### src/rtl/uart_pkg.sv
// Shared UART definitions for the receive and transmit paths.
// Optional parity support is selected by the UART_RX_PARITY_EN macro.
package uart_pkg;

    localparam int UART_CLKS_PER_BIT = 5208;
    localparam int UART_DATA_W       = 8;

    typedef enum logic [2:0] {
        ST_IDLE,
        ST_START,
        ST_DATA,
        ST_STOP
`ifdef UART_RX_PARITY_EN
        , ST_PARITY
`endif
    } uart_state_t;

    // Even parity: the parity bit equals the XOR of the data bits.
    function automatic logic even_parity(input logic [UART_DATA_W-1:0] d);
        return ^d;
    endfunction

endpackage

### src/rtl/uart_byte_rx.sv
// UART byte receiver: rx synchronizer, frame FSM, bit and index counters.
// 8N1 by default; UART_RX_PARITY_EN selects 8E1 with a parity check.
module uart_byte_rx
    import uart_pkg::*;
#(
    parameter int CLKS_PER_BIT = UART_CLKS_PER_BIT
) (
    input  logic                   clk,
    input  logic                   rst,
    input  logic                   i_rx,
    output logic [UART_DATA_W-1:0] o_byte,
    output logic                   o_byte_valid,
    output logic                   o_byte_err
);

    localparam int              CW       = $clog2(CLKS_PER_BIT);
    localparam logic [CW-1:0]   CNT_LAST = CW'(CLKS_PER_BIT - 1);
    localparam logic [CW-1:0]   CNT_HALF = CW'(CLKS_PER_BIT / 2 - 1);

    logic                   r_rx_meta;
    logic                   r_rxs;
    logic                   r_rxs_d;
    uart_state_t            r_state;
    logic [CW-1:0]          r_cnt;
    logic [2:0]             r_idx;
    logic [UART_DATA_W-1:0] r_shift;

    uart_state_t            w_state_next;
    logic [CW-1:0]          w_cnt_next;
    logic [2:0]             w_idx_next;
    logic [UART_DATA_W-1:0] w_shift_next;
    logic                   w_byte_valid;
    logic                   w_byte_err;
    logic                   w_stop_ok;

`ifdef UART_RX_PARITY_EN
    logic                   r_par_bad;
    logic                   w_par_bad_next;
    assign w_stop_ok = r_rxs && !r_par_bad;
`else
    assign w_stop_ok = r_rxs;
`endif

    always_ff @(posedge clk) begin
        if (rst) begin
            r_rx_meta <= 1'b1;
            r_rxs     <= 1'b1;
            r_rxs_d   <= 1'b1;
            r_state   <= ST_IDLE;
            r_cnt     <= '0;
            r_idx     <= '0;
            r_shift   <= '0;
`ifdef UART_RX_PARITY_EN
            r_par_bad <= 1'b0;
`endif
        end else begin
            r_rx_meta <= i_rx;
            r_rxs     <= r_rx_meta;
            r_rxs_d   <= r_rxs;
            r_state   <= w_state_next;
            r_cnt     <= w_cnt_next;
            r_idx     <= w_idx_next;
            r_shift   <= w_shift_next;
`ifdef UART_RX_PARITY_EN
            r_par_bad <= w_par_bad_next;
`endif
        end
    end

    always_comb begin
        w_state_next = r_state;
        w_cnt_next   = r_cnt + CW'(1);
        w_idx_next   = r_idx;
        w_shift_next = r_shift;
        w_byte_valid = 1'b0;
        w_byte_err   = 1'b0;
`ifdef UART_RX_PARITY_EN
        w_par_bad_next = r_par_bad;
`endif
        case (r_state)
            ST_IDLE: begin
                w_cnt_next = '0;
                if (r_rxs_d && !r_rxs) begin
                    w_state_next = ST_START;
                end
            end
            ST_START: begin
                // A start bit that is high again at its midpoint was only a glitch.
                if (r_cnt == CNT_HALF) begin
                    w_cnt_next   = '0;
                    w_idx_next   = '0;
                    w_state_next = r_rxs ? ST_IDLE : ST_DATA;
                end
            end
            ST_DATA: begin
                if (r_cnt == CNT_LAST) begin
                    w_cnt_next   = '0;
                    w_shift_next = {r_rxs, r_shift[UART_DATA_W-1:1]};
                    w_idx_next   = r_idx + 3'd1;
                    if (r_idx == 3'd7) begin
`ifdef UART_RX_PARITY_EN
                        w_state_next = ST_PARITY;
`else
                        w_state_next = ST_STOP;
`endif
                    end
                end
            end
`ifdef UART_RX_PARITY_EN
            ST_PARITY: begin
                if (r_cnt == CNT_LAST) begin
                    w_cnt_next     = '0;
                    w_par_bad_next = (r_rxs != even_parity(r_shift));
                    w_state_next   = ST_STOP;
                end
            end
`endif
            ST_STOP: begin
                // Leave at mid stop bit so a back-to-back start edge is not missed.
                if (r_cnt == CNT_LAST) begin
                    w_cnt_next   = '0;
                    w_state_next = ST_IDLE;
                    w_byte_valid = w_stop_ok;
                    w_byte_err   = !w_stop_ok;
                end
            end
            default: begin
                w_cnt_next   = '0;
                w_state_next = ST_IDLE;
            end
        endcase
    end

    assign o_byte       = r_shift;
    assign o_byte_valid = w_byte_valid;
    assign o_byte_err   = w_byte_err;

endmodule

### src/rtl/uart_operand_rx.sv
// Pairs received bytes into adder operands A and B with a one-cycle strobe.
// Frame format (8N1, or 8E1 with UART_RX_PARITY_EN) is set in uart_byte_rx.
module uart_operand_rx
    import uart_pkg::*;
#(
    parameter int CLKS_PER_BIT = UART_CLKS_PER_BIT
) (
    input  logic                   clk,
    input  logic                   rst,
    input  logic                   rx,
    output logic [UART_DATA_W-1:0] op_a,
    output logic [UART_DATA_W-1:0] op_b,
    output logic                   op_valid,
    output logic                   frame_err
);

    logic [UART_DATA_W-1:0] w_byte;
    logic                   w_byte_valid;
    logic                   w_byte_err;

    logic                   r_byte_sel;
    logic [UART_DATA_W-1:0] r_hold_a;
    logic [UART_DATA_W-1:0] r_op_a;
    logic [UART_DATA_W-1:0] r_op_b;
    logic                   r_op_valid;
    logic                   r_frame_err;

    uart_byte_rx #(
        .CLKS_PER_BIT(CLKS_PER_BIT)
    ) u_rx (
        .clk          (clk),
        .rst          (rst),
        .i_rx         (rx),
        .o_byte       (w_byte),
        .o_byte_valid (w_byte_valid),
        .o_byte_err   (w_byte_err)
    );

    always_ff @(posedge clk) begin
        if (rst) begin
            r_byte_sel  <= 1'b0;
            r_hold_a    <= '0;
            r_op_a      <= '0;
            r_op_b      <= '0;
            r_op_valid  <= 1'b0;
            r_frame_err <= 1'b0;
        end else begin
            r_op_valid  <= 1'b0;
            r_frame_err <= w_byte_err;
            // A bad frame drops any pending A so the next good byte is A again.
            if (w_byte_err) begin
                r_byte_sel <= 1'b0;
            end else if (w_byte_valid) begin
                if (!r_byte_sel) begin
                    r_hold_a   <= w_byte;
                    r_byte_sel <= 1'b1;
                end else begin
                    r_op_a     <= r_hold_a;
                    r_op_b     <= w_byte;
                    r_op_valid <= 1'b1;
                    r_byte_sel <= 1'b0;
                end
            end
        end
    end

    assign op_a      = r_op_a;
    assign op_b      = r_op_b;
    assign op_valid  = r_op_valid;
    assign frame_err = r_frame_err;

endmodule

### config.mk
export PLATFORM = sky130hd
export DESIGN_NAME = uart_operand_rx
export DESIGN_NICKNAME = d
export VERILOG_FILES = /design/src/rtl/uart_pkg.sv /design/src/rtl/uart_byte_rx.sv /design/src/rtl/uart_operand_rx.sv
export SDC_FILE = /design/constraint.sdc
export NUM_CORES = 1
export LEC_CHECK = 0
export BUFFER_PORTS_ARGS = -buffer_cell sky130_fd_sc_hd__buf_2
export CORE_AREA = 2 2 71 73
export CTS_CLUSTER_DIAMETER = 120
export DETAILED_ROUTE_END_ITERATION = 10
export DIE_AREA = 0 0 73 75
export PLACE_DENSITY = 0.82
export SYNTH_ARGS = -nofsm -noshare
export SYNTH_HDL_FRONTEND = slang
export SYNTH_HIERARCHICAL = 1
export SYNTH_SLANG_ARGS = --single-unit
### constraint.sdc
create_clock -name clk -period 1.9 [get_ports clk]
set_input_delay 0.095 -clock clk [delete_from_list [all_inputs] [get_ports clk]]
set_output_delay 0.095 -clock clk [all_outputs]
set_load 0.01 [all_outputs]
==> metrics.txt <==
outcome complete, no violations; Switching Power 415 uW; Max-slew headroom 0.791; synthesis-stage register bit count 56; Inserted Diodes 0; fin. max-slew vios 0; Nets 277; final worst path period need 1.87 ns; Worst Tran Pin Value 0.311 ns; switch share 0.218; worst-skew pair later-pin latency 0.31 ns; Leakage 1.02 nW; post-placement cell count 317; Clk pin slew, worst setup/hold paths 0.10 ns; Synth area leaders dfxtp_1 46%, mux2i_1 14%, nand2b_1 8.8%; sequential fraction of the synthesis area 0.462; crit share post-route 0.987; DP Worst Slack 0.0442 ns; first-pass GRT wire length 6800 um; CTS tree done; CP Capture Type flop; gate count of the mapped netlist 237; DR iter-0 viols 94; family with the most delay on the worst path simple AND/OR/NAND/NOR gates; Cell Rows 25; Reg power frac 0.619; largest net degree at the start of global routing 44; Final Setup Violations 0; crit-path max FO 14; Final Non-Filler Cells 326; Peak VDD IR 0.269 mV; Yosys Warn Count 6; R2R Setup Slk 0.03 ns; Longest Clk Path Bufs 2; via count 1681; Initial Utilization 0.521; Post-synth top cells 56 x dfxtp_1, 34 x nand2b_1, 33 x mux2i_1; clk sinks 56; Max Cap Violations 0; EDFF count, synth 0; top-count cell post-synth dfxtp_1; Post-synth top flop dfxtp_1; CP cell instances or2_4, nor4b_4, nand4_1, buf_4, nor2_4, and3b_1, buf_12, mux2i_1; Final Util 0.613; Layout Skew 0.00671 ns; share of layout cells above drive strength 1 0.239; vias per cell 5.16; Fmax 0.533 GHz; crit start category flop; initial antenna violation count 0; Die Y 75 um; GR Util All Layers 0.159; WP data required 2.10 ns; Critical Path AT 2.08 ns; biggest area consumer among synthesized cells dfxtp_1; Netlist cell types 39; antenna-violating nets left 0; WL per Instance 12.6 um; Hold Fails Final Rpt 0; Critical Path Max Stage Delay 0.34 ns; die area 0.00548 mm^2; WL final 4110 um; final instance area 0.00286 mm^2; Hold/Removal Path Class in2reg; DRT Pass-1 Iters 4; placed cell areas 0.00270 mm^2; CP Buf/Inv Count 2; slowest CP cell dfxtp_2; Setup WS post-layout 0.0255 ns; Clock Tree Root clkbuf_8; Layout area overhead 17.8%; Async S/R FF share, synth 0; crit path kind reg2reg; H-tree depth 2; Ports 21; Detail Placement HPWL 2720 um; Post-Syn Area 0.00243 mm^2; Final Wtd Congestion 0.736; Overflow after GRT 0; Combinational Power Share 0.023; buffers added on ports 20; syn nets 243; RSZ-0062 raised after global routing yes; Power Density 668 mW/mm^2; DRC Markers 0; Core Box Area 0.00466 mm^2; setup bufs post-CTS 0; Yosys top cell area share 0.462; width of the die 73 um; Power Internal 1.49 mW; TritonCTS Buffers 5; Clock power frac 0.358; vias in the first global route 1521; Post-Syn Area per Cell 10.2 um^2
## area by class of cell
type | instances | area (um^2)
fillers | 380 | 1800
multi-input cells | 165 | 1280
flip-flops and latches | 56 | 1130
repair buffers | 38 | 267
clock buffers | 6 | 82.6
well taps | 54 | 67.6
inverters | 5 | 18.8
clock inverters | 2 | 15.0
## cells by family after synthesis
logic type	share of synthesized area
multiplexers	0.136
AO/OA/AOI/OAI	0.0278
buffers and inverters	0.0423
AND/OR/NAND/NOR	0.273
flip-flops	0.462
adder cells (fa/ha/maj)	0.0155
XOR/XNOR	0.0433
## placed cells by master (no fill, tap or decap), drive strengths merged, types with 2 or more instances in the layout
master    Yosys  final
a21oi         2      2
buf           5     37
clkbuf        6      6
clkinvlp      0      2
dfxtp        56     56
ha            3      3
inv           5      5
mux2i        33     33
nand2         6      6
nand2b       34     34
nand3         5      5
nand3b        3      3
nand4         3      3
nand4b        3      3
nand4bb       2      2
nor2         30     30
nor2b         2      2
nor3          5      5
nor3b         2      2
nor4          5      5
or2           3      3
xnor2        10     10
xor2          2      2
## flip-flops by register name, indices dropped and copies added, names as in the netlist
| register | cells |
|---|---|
| u_rx/r_cnt | 13 |
| op_a | 8 |
| op_b | 8 |
| r_hold_a | 8 |
| u_rx/o_byte | 8 |
| u_rx/r_idx | 3 |
| u_rx/r_state | 2 |
| frame_err | 1 |
| op_valid | 1 |
| r_byte_sel | 1 |
| u_rx/r_rx_meta | 1 |
| u_rx/r_rxs | 1 |
| u_rx/r_rxs_d | 1 |
## routing by layer
| metal | track usage | wire [um] |
|---|---|---|
| met5 | 0 | 0 |
| met4 | 0.0761 | 69 |
| met3 | 0.0415 | 110 |
| met2 | 0.259 | 1980 |
| met1 | 0.198 | 1950 |
## power by group through the flow
stage               combinational (mW)  sequential (mW)  clock [mW]
finish                          0.0434             1.18       0.684
floorplan                       0.0328             1.21           0
global route                    0.0478             1.18       0.747
global placement                0.0404             1.21           0
detailed placement              0.0407             1.21           0
CTS                             0.0424             1.18       0.702
## through the flow
stage               hold WS, ns  TNS [ns]  power [mW]
finish                   0.0586         0        1.91
global route             0.0763     -1.49        1.98
floorplan                 0.199    -0.218        1.24
global placement          0.283         0        1.25
detailed placement        0.283         0        1.25
CTS                      0.0459         0        1.93
## worst register-to-register path, cell delays in order, from the launching register on
cell and delay [ns]:
dfxtp_2 0.34, or2_4 0.28, nor4b_4 0.25, nand4_1 0.15, buf_4 0.18, nor2_4 0.08, and3b_1 0.21, buf_12 0.16
mux2i_1 0.12
## path summary, 6_finish.rpt
| check | to | start | depth (start not counted) |
|---|---|---|---|
| min reg2reg | u_rx/r_rxs | u_rx/r_rx_meta | 1 |
| min | u_rx/o_byte[2] | rst | 2 |
| max | op_b[2] | u_rx/r_cnt[8] | 8 |
| max reg2reg | op_b[2] | u_rx/r_cnt[8] | 8 |
## repair_timing
item / in CTS / in global routing
setup endpoints to repair: 0 / 33
hold endpoints to repair: 1 / 0
hold buffers: 1 / 0
resized for setup: 0 / 7
No activity file was read; power rests on OpenSTA's default activity.
